File: src/rtl/slc3_pkg.sv
// Shared SLC-3 definitions: control FSM states, opcodes, mux/ALU encodings, control word.
package slc3_pkg;

  localparam int unsigned OPC_W = 4;
  localparam int unsigned SEL_W = 2;

  typedef enum logic [4:0] {
    HALTED, S18, S33_1, S33_2, S33_3, S35, S32,
    S01, S05, S09, S00, S22, S12, S04, S21,
    S06, S25_1, S25_2, S25_3, S27,
    S07, S23, S16_1, S16_2, S16_3,
    PAUSE_1, PAUSE_2
  } state_t;

  localparam logic [OPC_W-1:0] OP_ADD = 4'b0001;
  localparam logic [OPC_W-1:0] OP_AND = 4'b0101;
  localparam logic [OPC_W-1:0] OP_NOT = 4'b1001;
  localparam logic [OPC_W-1:0] OP_BR  = 4'b0000;
  localparam logic [OPC_W-1:0] OP_JMP = 4'b1100;
  localparam logic [OPC_W-1:0] OP_JSR = 4'b0100;
  localparam logic [OPC_W-1:0] OP_LDR = 4'b0110;
  localparam logic [OPC_W-1:0] OP_STR = 4'b0111;
  localparam logic [OPC_W-1:0] OP_PSE = 4'b1101;

  localparam logic [SEL_W-1:0] PCMUX_INC   = 2'd0;
  localparam logic [SEL_W-1:0] PCMUX_BUS   = 2'd1;
  localparam logic [SEL_W-1:0] PCMUX_ADDER = 2'd2;

  localparam logic [SEL_W-1:0] ADDR2_ZERO  = 2'd0;
  localparam logic [SEL_W-1:0] ADDR2_OFF6  = 2'd1;
  localparam logic [SEL_W-1:0] ADDR2_OFF9  = 2'd2;
  localparam logic [SEL_W-1:0] ADDR2_OFF11 = 2'd3;

  localparam logic [SEL_W-1:0] ALUK_ADD  = 2'd0;
  localparam logic [SEL_W-1:0] ALUK_AND  = 2'd1;
  localparam logic [SEL_W-1:0] ALUK_NOT  = 2'd2;
  localparam logic [SEL_W-1:0] ALUK_PASS = 2'd3;

  localparam logic ADDR1_PC      = 1'b0;
  localparam logic ADDR1_SR1     = 1'b1;
  localparam logic DRMUX_IR11_9  = 1'b0;
  localparam logic DRMUX_R7      = 1'b1;
  localparam logic SR1MUX_IR8_6  = 1'b0;
  localparam logic SR1MUX_IR11_9 = 1'b1;
  localparam logic SR2MUX_REG    = 1'b0;
  localparam logic SR2MUX_IMM    = 1'b1;

  // Full control word driven by the ISDU toward the datapath and SRAM
  typedef struct packed {
    logic             ld_mar;
    logic             ld_mdr;
    logic             ld_ir;
    logic             ld_ben;
    logic             ld_cc;
    logic             ld_reg;
    logic             ld_pc;
    logic             ld_led;
    logic             gatepc;
    logic             gatemdr;
    logic             gatealu;
    logic             gatemarmux;
    logic [SEL_W-1:0] pcmux;
    logic [SEL_W-1:0] addr2mux;
    logic [SEL_W-1:0] aluk;
    logic             drmux;
    logic             sr1mux;
    logic             sr2mux;
    logic             addr1mux;
    logic             mem_ce;
    logic             mem_ub;
    logic             mem_lb;
    logic             mem_oe;
    logic             mem_we;
  } ctrl_t;

  // Idle control word; the SRAM stays selected everywhere except HALTED
  function automatic ctrl_t ctrl_idle(input logic halted);
    ctrl_t c;
    c        = '0;
    c.mem_ce = halted;
    c.mem_ub = halted;
    c.mem_lb = halted;
    c.mem_oe = 1'b1;
    c.mem_we = 1'b1;
    return c;
  endfunction

endpackage

File: src/rtl/isdu.sv
// SLC-3 instruction sequencer/decoder: fetch, decode, execute and pause control FSM.
module isdu
  import slc3_pkg::*;
(
  input  logic             clk,
  input  logic             reset,
  input  logic             run,
  input  logic             cont,
  input  logic [OPC_W-1:0] opcode,
  input  logic             ir_5,
  input  logic             ben,
  output logic             ld_mar,
  output logic             ld_mdr,
  output logic             ld_ir,
  output logic             ld_ben,
  output logic             ld_cc,
  output logic             ld_reg,
  output logic             ld_pc,
  output logic             ld_led,
  output logic             gatepc,
  output logic             gatemdr,
  output logic             gatealu,
  output logic             gatemarmux,
  output logic [SEL_W-1:0] pcmux,
  output logic [SEL_W-1:0] addr2mux,
  output logic [SEL_W-1:0] aluk,
  output logic             drmux,
  output logic             sr1mux,
  output logic             sr2mux,
  output logic             addr1mux,
  output logic             mem_ce,
  output logic             mem_ub,
  output logic             mem_lb,
  output logic             mem_oe,
  output logic             mem_we,
  output state_t           state
);

  state_t state_q, state_d;
  ctrl_t  ctrl_q, ctrl_d;

  // State and control-word registers; reset aborts any SRAM cycle at once
  always_ff @(posedge clk or negedge reset) begin
    if (!reset) begin
      state_q <= HALTED;
      ctrl_q  <= ctrl_idle(1'b1);
    end else begin
      state_q <= state_d;
      ctrl_q  <= ctrl_d;
    end
  end

  // Next-state sequencing
  always_comb begin
    state_d = state_q;
    unique case (state_q)
      HALTED:  if (!run) state_d = S18;
      S18:     state_d = S33_1;
      S33_1:   state_d = S33_2;
      S33_2:   state_d = S33_3;
      S33_3:   state_d = S35;
      S35:     state_d = S32;
      S32: begin
        case (opcode)
          OP_ADD:  state_d = S01;
          OP_AND:  state_d = S05;
          OP_NOT:  state_d = S09;
          OP_BR:   state_d = S00;
          OP_JMP:  state_d = S12;
          OP_JSR:  state_d = S04;
          OP_LDR:  state_d = S06;
          OP_STR:  state_d = S07;
          OP_PSE:  state_d = PAUSE_1;
          default: state_d = S18;
        endcase
      end
      S01, S05, S09, S22, S12, S21, S27, S16_3: state_d = S18;
      S00:     state_d = ben ? S22 : S18;
      S04:     state_d = S21;
      S06:     state_d = S25_1;
      S25_1:   state_d = S25_2;
      S25_2:   state_d = S25_3;
      S25_3:   state_d = S27;
      S07:     state_d = S23;
      S23:     state_d = S16_1;
      S16_1:   state_d = S16_2;
      S16_2:   state_d = S16_3;
      PAUSE_1: if (!cont) state_d = PAUSE_2;
      PAUSE_2: if (cont) state_d = S18;
      default: state_d = HALTED;
    endcase
  end

  // Control word for the state being entered, so outputs line up with state_q
  always_comb begin
    ctrl_d = ctrl_idle(state_d == HALTED);
    case (state_d)
      S18: begin
        ctrl_d.gatepc = 1'b1;
        ctrl_d.ld_mar = 1'b1;
        ctrl_d.pcmux  = PCMUX_INC;
        ctrl_d.ld_pc  = 1'b1;
      end
      S33_1, S33_2, S25_1, S25_2: ctrl_d.mem_oe = 1'b0;
      S33_3, S25_3: begin
        ctrl_d.mem_oe = 1'b0;
        ctrl_d.ld_mdr = 1'b1;
      end
      S35: begin
        ctrl_d.gatemdr = 1'b1;
        ctrl_d.ld_ir   = 1'b1;
      end
      S32: ctrl_d.ld_ben = 1'b1;
      S01, S05, S09: begin
        ctrl_d.gatealu = 1'b1;
        ctrl_d.ld_reg  = 1'b1;
        ctrl_d.ld_cc   = 1'b1;
        ctrl_d.sr2mux  = ir_5;
        ctrl_d.aluk    = (state_d == S01) ? ALUK_ADD :
                         (state_d == S05) ? ALUK_AND : ALUK_NOT;
      end
      S22, S21: begin
        ctrl_d.addr1mux = ADDR1_PC;
        ctrl_d.addr2mux = (state_d == S22) ? ADDR2_OFF9 : ADDR2_OFF11;
        ctrl_d.pcmux    = PCMUX_ADDER;
        ctrl_d.ld_pc    = 1'b1;
      end
      S12: begin
        ctrl_d.addr1mux = ADDR1_SR1;
        ctrl_d.addr2mux = ADDR2_ZERO;
        ctrl_d.pcmux    = PCMUX_ADDER;
        ctrl_d.ld_pc    = 1'b1;
      end
      S04: begin
        ctrl_d.gatepc = 1'b1;
        ctrl_d.drmux  = DRMUX_R7;
        ctrl_d.ld_reg = 1'b1;
      end
      S06, S07: begin
        ctrl_d.addr1mux   = ADDR1_SR1;
        ctrl_d.addr2mux   = ADDR2_OFF6;
        ctrl_d.gatemarmux = 1'b1;
        ctrl_d.ld_mar     = 1'b1;
      end
      S27: begin
        ctrl_d.gatemdr = 1'b1;
        ctrl_d.ld_reg  = 1'b1;
        ctrl_d.ld_cc   = 1'b1;
      end
      S23: begin
        ctrl_d.sr1mux  = SR1MUX_IR11_9;
        ctrl_d.aluk    = ALUK_PASS;
        ctrl_d.gatealu = 1'b1;
        ctrl_d.ld_mdr  = 1'b1;
      end
      S16_1, S16_2, S16_3: ctrl_d.mem_we = 1'b0;
      PAUSE_1: ctrl_d.ld_led = (state_q != PAUSE_1);
      default: ;
    endcase
  end

  assign state      = state_q;
  assign ld_mar     = ctrl_q.ld_mar;
  assign ld_mdr     = ctrl_q.ld_mdr;
  assign ld_ir      = ctrl_q.ld_ir;
  assign ld_ben     = ctrl_q.ld_ben;
  assign ld_cc      = ctrl_q.ld_cc;
  assign ld_reg     = ctrl_q.ld_reg;
  assign ld_pc      = ctrl_q.ld_pc;
  assign ld_led     = ctrl_q.ld_led;
  assign gatepc     = ctrl_q.gatepc;
  assign gatemdr    = ctrl_q.gatemdr;
  assign gatealu    = ctrl_q.gatealu;
  assign gatemarmux = ctrl_q.gatemarmux;
  assign pcmux      = ctrl_q.pcmux;
  assign addr2mux   = ctrl_q.addr2mux;
  assign aluk       = ctrl_q.aluk;
  assign drmux      = ctrl_q.drmux;
  assign sr1mux     = ctrl_q.sr1mux;
  assign sr2mux     = ctrl_q.sr2mux;
  assign addr1mux   = ctrl_q.addr1mux;
  assign mem_ce     = ctrl_q.mem_ce;
  assign mem_ub     = ctrl_q.mem_ub;
  assign mem_lb     = ctrl_q.mem_lb;
  assign mem_oe     = ctrl_q.mem_oe;
  assign mem_we     = ctrl_q.mem_we;

endmodule

File: config.mk
export PLATFORM = sky130hd
export DESIGN_NAME = isdu
export DESIGN_NICKNAME = d
export VERILOG_FILES = /design/src/rtl/slc3_pkg.sv /design/src/rtl/isdu.sv
export SDC_FILE = /design/constraint.sdc
export NUM_CORES = 1
export LEC_CHECK = 0
export BUFFER_PORTS_ARGS = -buffer_cell sky130_fd_sc_hd__buf_4
export CAP_MARGIN = 20
export CORE_AREA = 2 2 59 66
export CTS_BUF_LIST = sky130_fd_sc_hd__clkbuf_8
export CTS_CLUSTER_DIAMETER = 30
export CTS_CLUSTER_SIZE = 30
export DETAILED_ROUTE_END_ITERATION = 8
export DIE_AREA = 0 0 61 68
export HOLD_SLACK_MARGIN = 0.03
export PLACE_DENSITY = 0.75
export SETUP_SLACK_MARGIN = 0.1
export SLEW_MARGIN = 20
export SYNTH_ARGS = -nofsm -noshare
export SYNTH_HDL_FRONTEND = slang
export SYNTH_SLANG_ARGS = --single-unit
File: constraint.sdc
create_clock -name clk -period 2 [get_ports clk]
set_input_delay 0.3 -clock clk [delete_from_list [all_inputs] [get_ports clk]]
set_output_delay 0.3 -clock clk [all_outputs]
set_load 0.01 [all_outputs]
==> results.json <==
{
  "clkSinkCount": 29,
  "io-pin-count": 42,
  "utilization": 0.7257,
  "grt_usage": 0.2412,
  "synth_ff_type": "dfrtp_1",
  "syn_nets": 173,
  "cp_cell_sequence": "or3b_4 -> nor3b_4 -> buf_6 -> nand4_1 -> nand2_4 -> nand2b_1 -> nand3b_1 -> a21oi_2",
  "status": "finished, violations left",
  "largest_register_ffs": 5,
  "coreArea_mm2": 0.003540,
  "die_w_um": 61,
  "drt_iter0_drc": 55,
  "yosys.cell_types.count": 57,
  "cp_max_fo": 8,
  "grt_max_degree": 30,
  "violations": "negative setup slack",
  "whs_path_depth": 2,
  "grt_pass1_wl_mm": 7.238,
  "combPwrFrac": 0.689,
  "drive_gt1_frac": 0.5618,
  "die_h_um": 68,
  "worstSetupPathType": "reg2reg",
  "n_fill_cell": 258,
  "cp_slowest_cell": "dfrtp_2",
  "antenna_cells": 0,
  "dr.pass1.iters": 5,
  "yosysWarnings": 0,
  "final_common_cell": "buf_4",
  "ys_ff_latch": 29,
  "gp_congestion": 0.9463,
  "wire_per_inst_um": 15.89,
  "top_layer_used": "met4",
  "p_total_mw": 5.005,
  "hold_class": "in2reg",
  "async_flop_share": 1.000,
  "final-seq-area_um2": 733.2,
  "fin_ws_ps": -181.4,
  "powerDensity_mw_per_mm2": 1948,
  "dieArea_mm2": 0.004148,
  "p_leak_nw": 1.244,
  "wl_mm": 4.783,
  "synthCells": 163,
  "syn_area_mm2": 0.001640,
  "cts_tree": "built",
  "dr_wl_met2_mm": 2.454,
  "routed-via-count": 1645,
  "numCtsBuffers": 5,
  "root_buffer": "clkbuf_8",
  "vdd_ir_drop_max_mv": 1.200,
  "cts_max_level": 2,
  "dpl_cell_area_mm2": 0.002223,
  "intPower_mw": 2.977,
  "cp.arrival_ps": 2340,
  "p_switching_mw": 2.028,
  "critPathMaxStageDelay_ps": 460,
  "fin_area_mm2": 0.002569,
  "clock_tree.buffer_depth": 2,
  "grt_overflow_total": 0,
  "drv_cap": 0,
  "seqPwrFrac": 0.188,
  "multi_input_area_um2": 883.3,
  "clkPwrFrac": 0.123,
  "finalSetupViolCount": 16,
  "io_buffer_count": 40,
  "synth-edff-count": 0,
  "worstSkewPairLatency_ps": 280,
  "final_cell_mix": "86 x buf_4, 23 x dfrtp_1, 10 x nand2_1",
  "routed_via_density": 5.465,
  "fmaxAchievable_mhz": 458.4,
  "hold_viol": 0,
  "path_clk_slew_ps": 60,
  "rows": 23,
  "wl_met3_um": 286,
  "end_kind": "register",
  "hold_slack_ps": 267.3,
  "antenna_found_initial": 0,
  "drc": 0,
  "grt_pass1_vias": 1571,
  "power_switching_share": 0.4051,
  "syn2layout_area_growth_pct": 56.60,
  "hpwl_mm": 3.361,
  "drt-met1-wl_mm": 1.851,
  "post-route-period-util": 1.091,
  "syn_area_per_cell_um2": 10.06,
  "dp_slack_ps": -189.5,
  "nets": 260,
  "synth-seq-area-share": 0.4447,
  "ant_nets": 0,
  "cp-start-kind": "register",
  "required_ps": 2160,
  "slew_viol_final": 0,
  "r2r_cells": 8,
  "rsz0062_at_grt": "yes",
  "start_util": 0.4634,
  "final.min_clock_period_ps": 2181,
  "fin_skew_ps": 5.553
}
Yosys cell counts, types with 2 or more instances:
master	n	area [um2]
xnor2_1	2	17.52
buf_2	3	15.01
o211ai_1	2	15.01
xor2_1	2	17.52
a21oi_1	7	35.03
nor3b_1	3	22.52
nand2b_1	10	62.56
nand2_1	12	45.04
buf_4	7	52.55
nor2b_1	3	18.77
dfstp_2	3	78.83
inv_1	4	15.01
and2_1	2	12.51
nor2_1	11	41.29
nand3b_1	3	22.52
nor3b_4	2	37.54
o21ai_0	5	25.02
nor3_1	6	30.03
buf_6	2	22.52
dfrtp_1	26	650.6
nand3_1	3	15.01
a22oi_1	4	30.03
o32ai_1	2	17.52
o21ai_1	5	25.02
o31a_1	2	17.52
final timing paths:
check,slack (ps),to,startpoint
min in group asynchronous,470,state[0],reset
min reg2reg,700,ld_mdr,state[2]
max in group asynchronous,1230,mem_we,reset
max reg2reg,-180,addr1mux,state[0]
max,-180,addr1mux,state[0]
min,270,sr2mux,ir_5
logic make-up after synthesis:
group / synth area share
simple gates: 0.2449
compound gates: 0.2029
flops: 0.4447
buf+inv: 0.07779
xor+xnor: 0.02136
mux: 0.006102
other cells: 0.002286
power groups by stage:
stage	Clock [mW]	Combinational (mW)	Sequential [mW]
after floorplan	0	1.55	0.969
after global placement	0	2.69	0.933
after detailed placement	0	2.77	0.942
after CTS	0.621	3.28	0.931
after global routing	0.653	3.68	0.958
final	0.616	3.45	0.941
area by class of cell:
cell class,count,area share
Clock buffer,6,0.03215
Sequential cell,29,0.2854
Multi-Input combinational cell,113,0.3439
Inverter,6,0.01072
Clock inverter,2,0.01315
Timing Repair Buffer,95,0.2903
Tap cell,50,0.02435
layer usage:
metal  global-route usage  vias to the layer above
li1                     -                      749
met4               0.1332                        0
met1               0.2738                      805
met5                    0                        -
met3              0.04537                       19
met2               0.4194                       72
worst max-delay path, delay by kind of cell (launching register included):
| family | cells | cell delay [ps] |
|---|---|---|
| AND/OR/NAND/NOR | 6 | 1370 |
| buffers and inverters | 1 | 150 |
| AO/OA/AOI/OAI | 1 | 80 |
| flip-flops | 1 | 460 |
what timing repair did:
action	4_1_cts	5_1_grt
hold buffers	1	0
setup endpoints to repair	18	18
gates resized for setup	27	11
endpoints found under the hold margin	26	0
buffers inserted	10	2
cloned	0	0
pin swaps	6	5
per-stage QoR:
stage               setup TNS [ps]  cells
CTS                         -337.8    300
global route                 -2420    301
floorplan                   -33.75    163
finish                       -1242    301
detailed placement           -1860    281
global placement             -1798    281
Note: power is estimated with default switching activity, not from simulation.
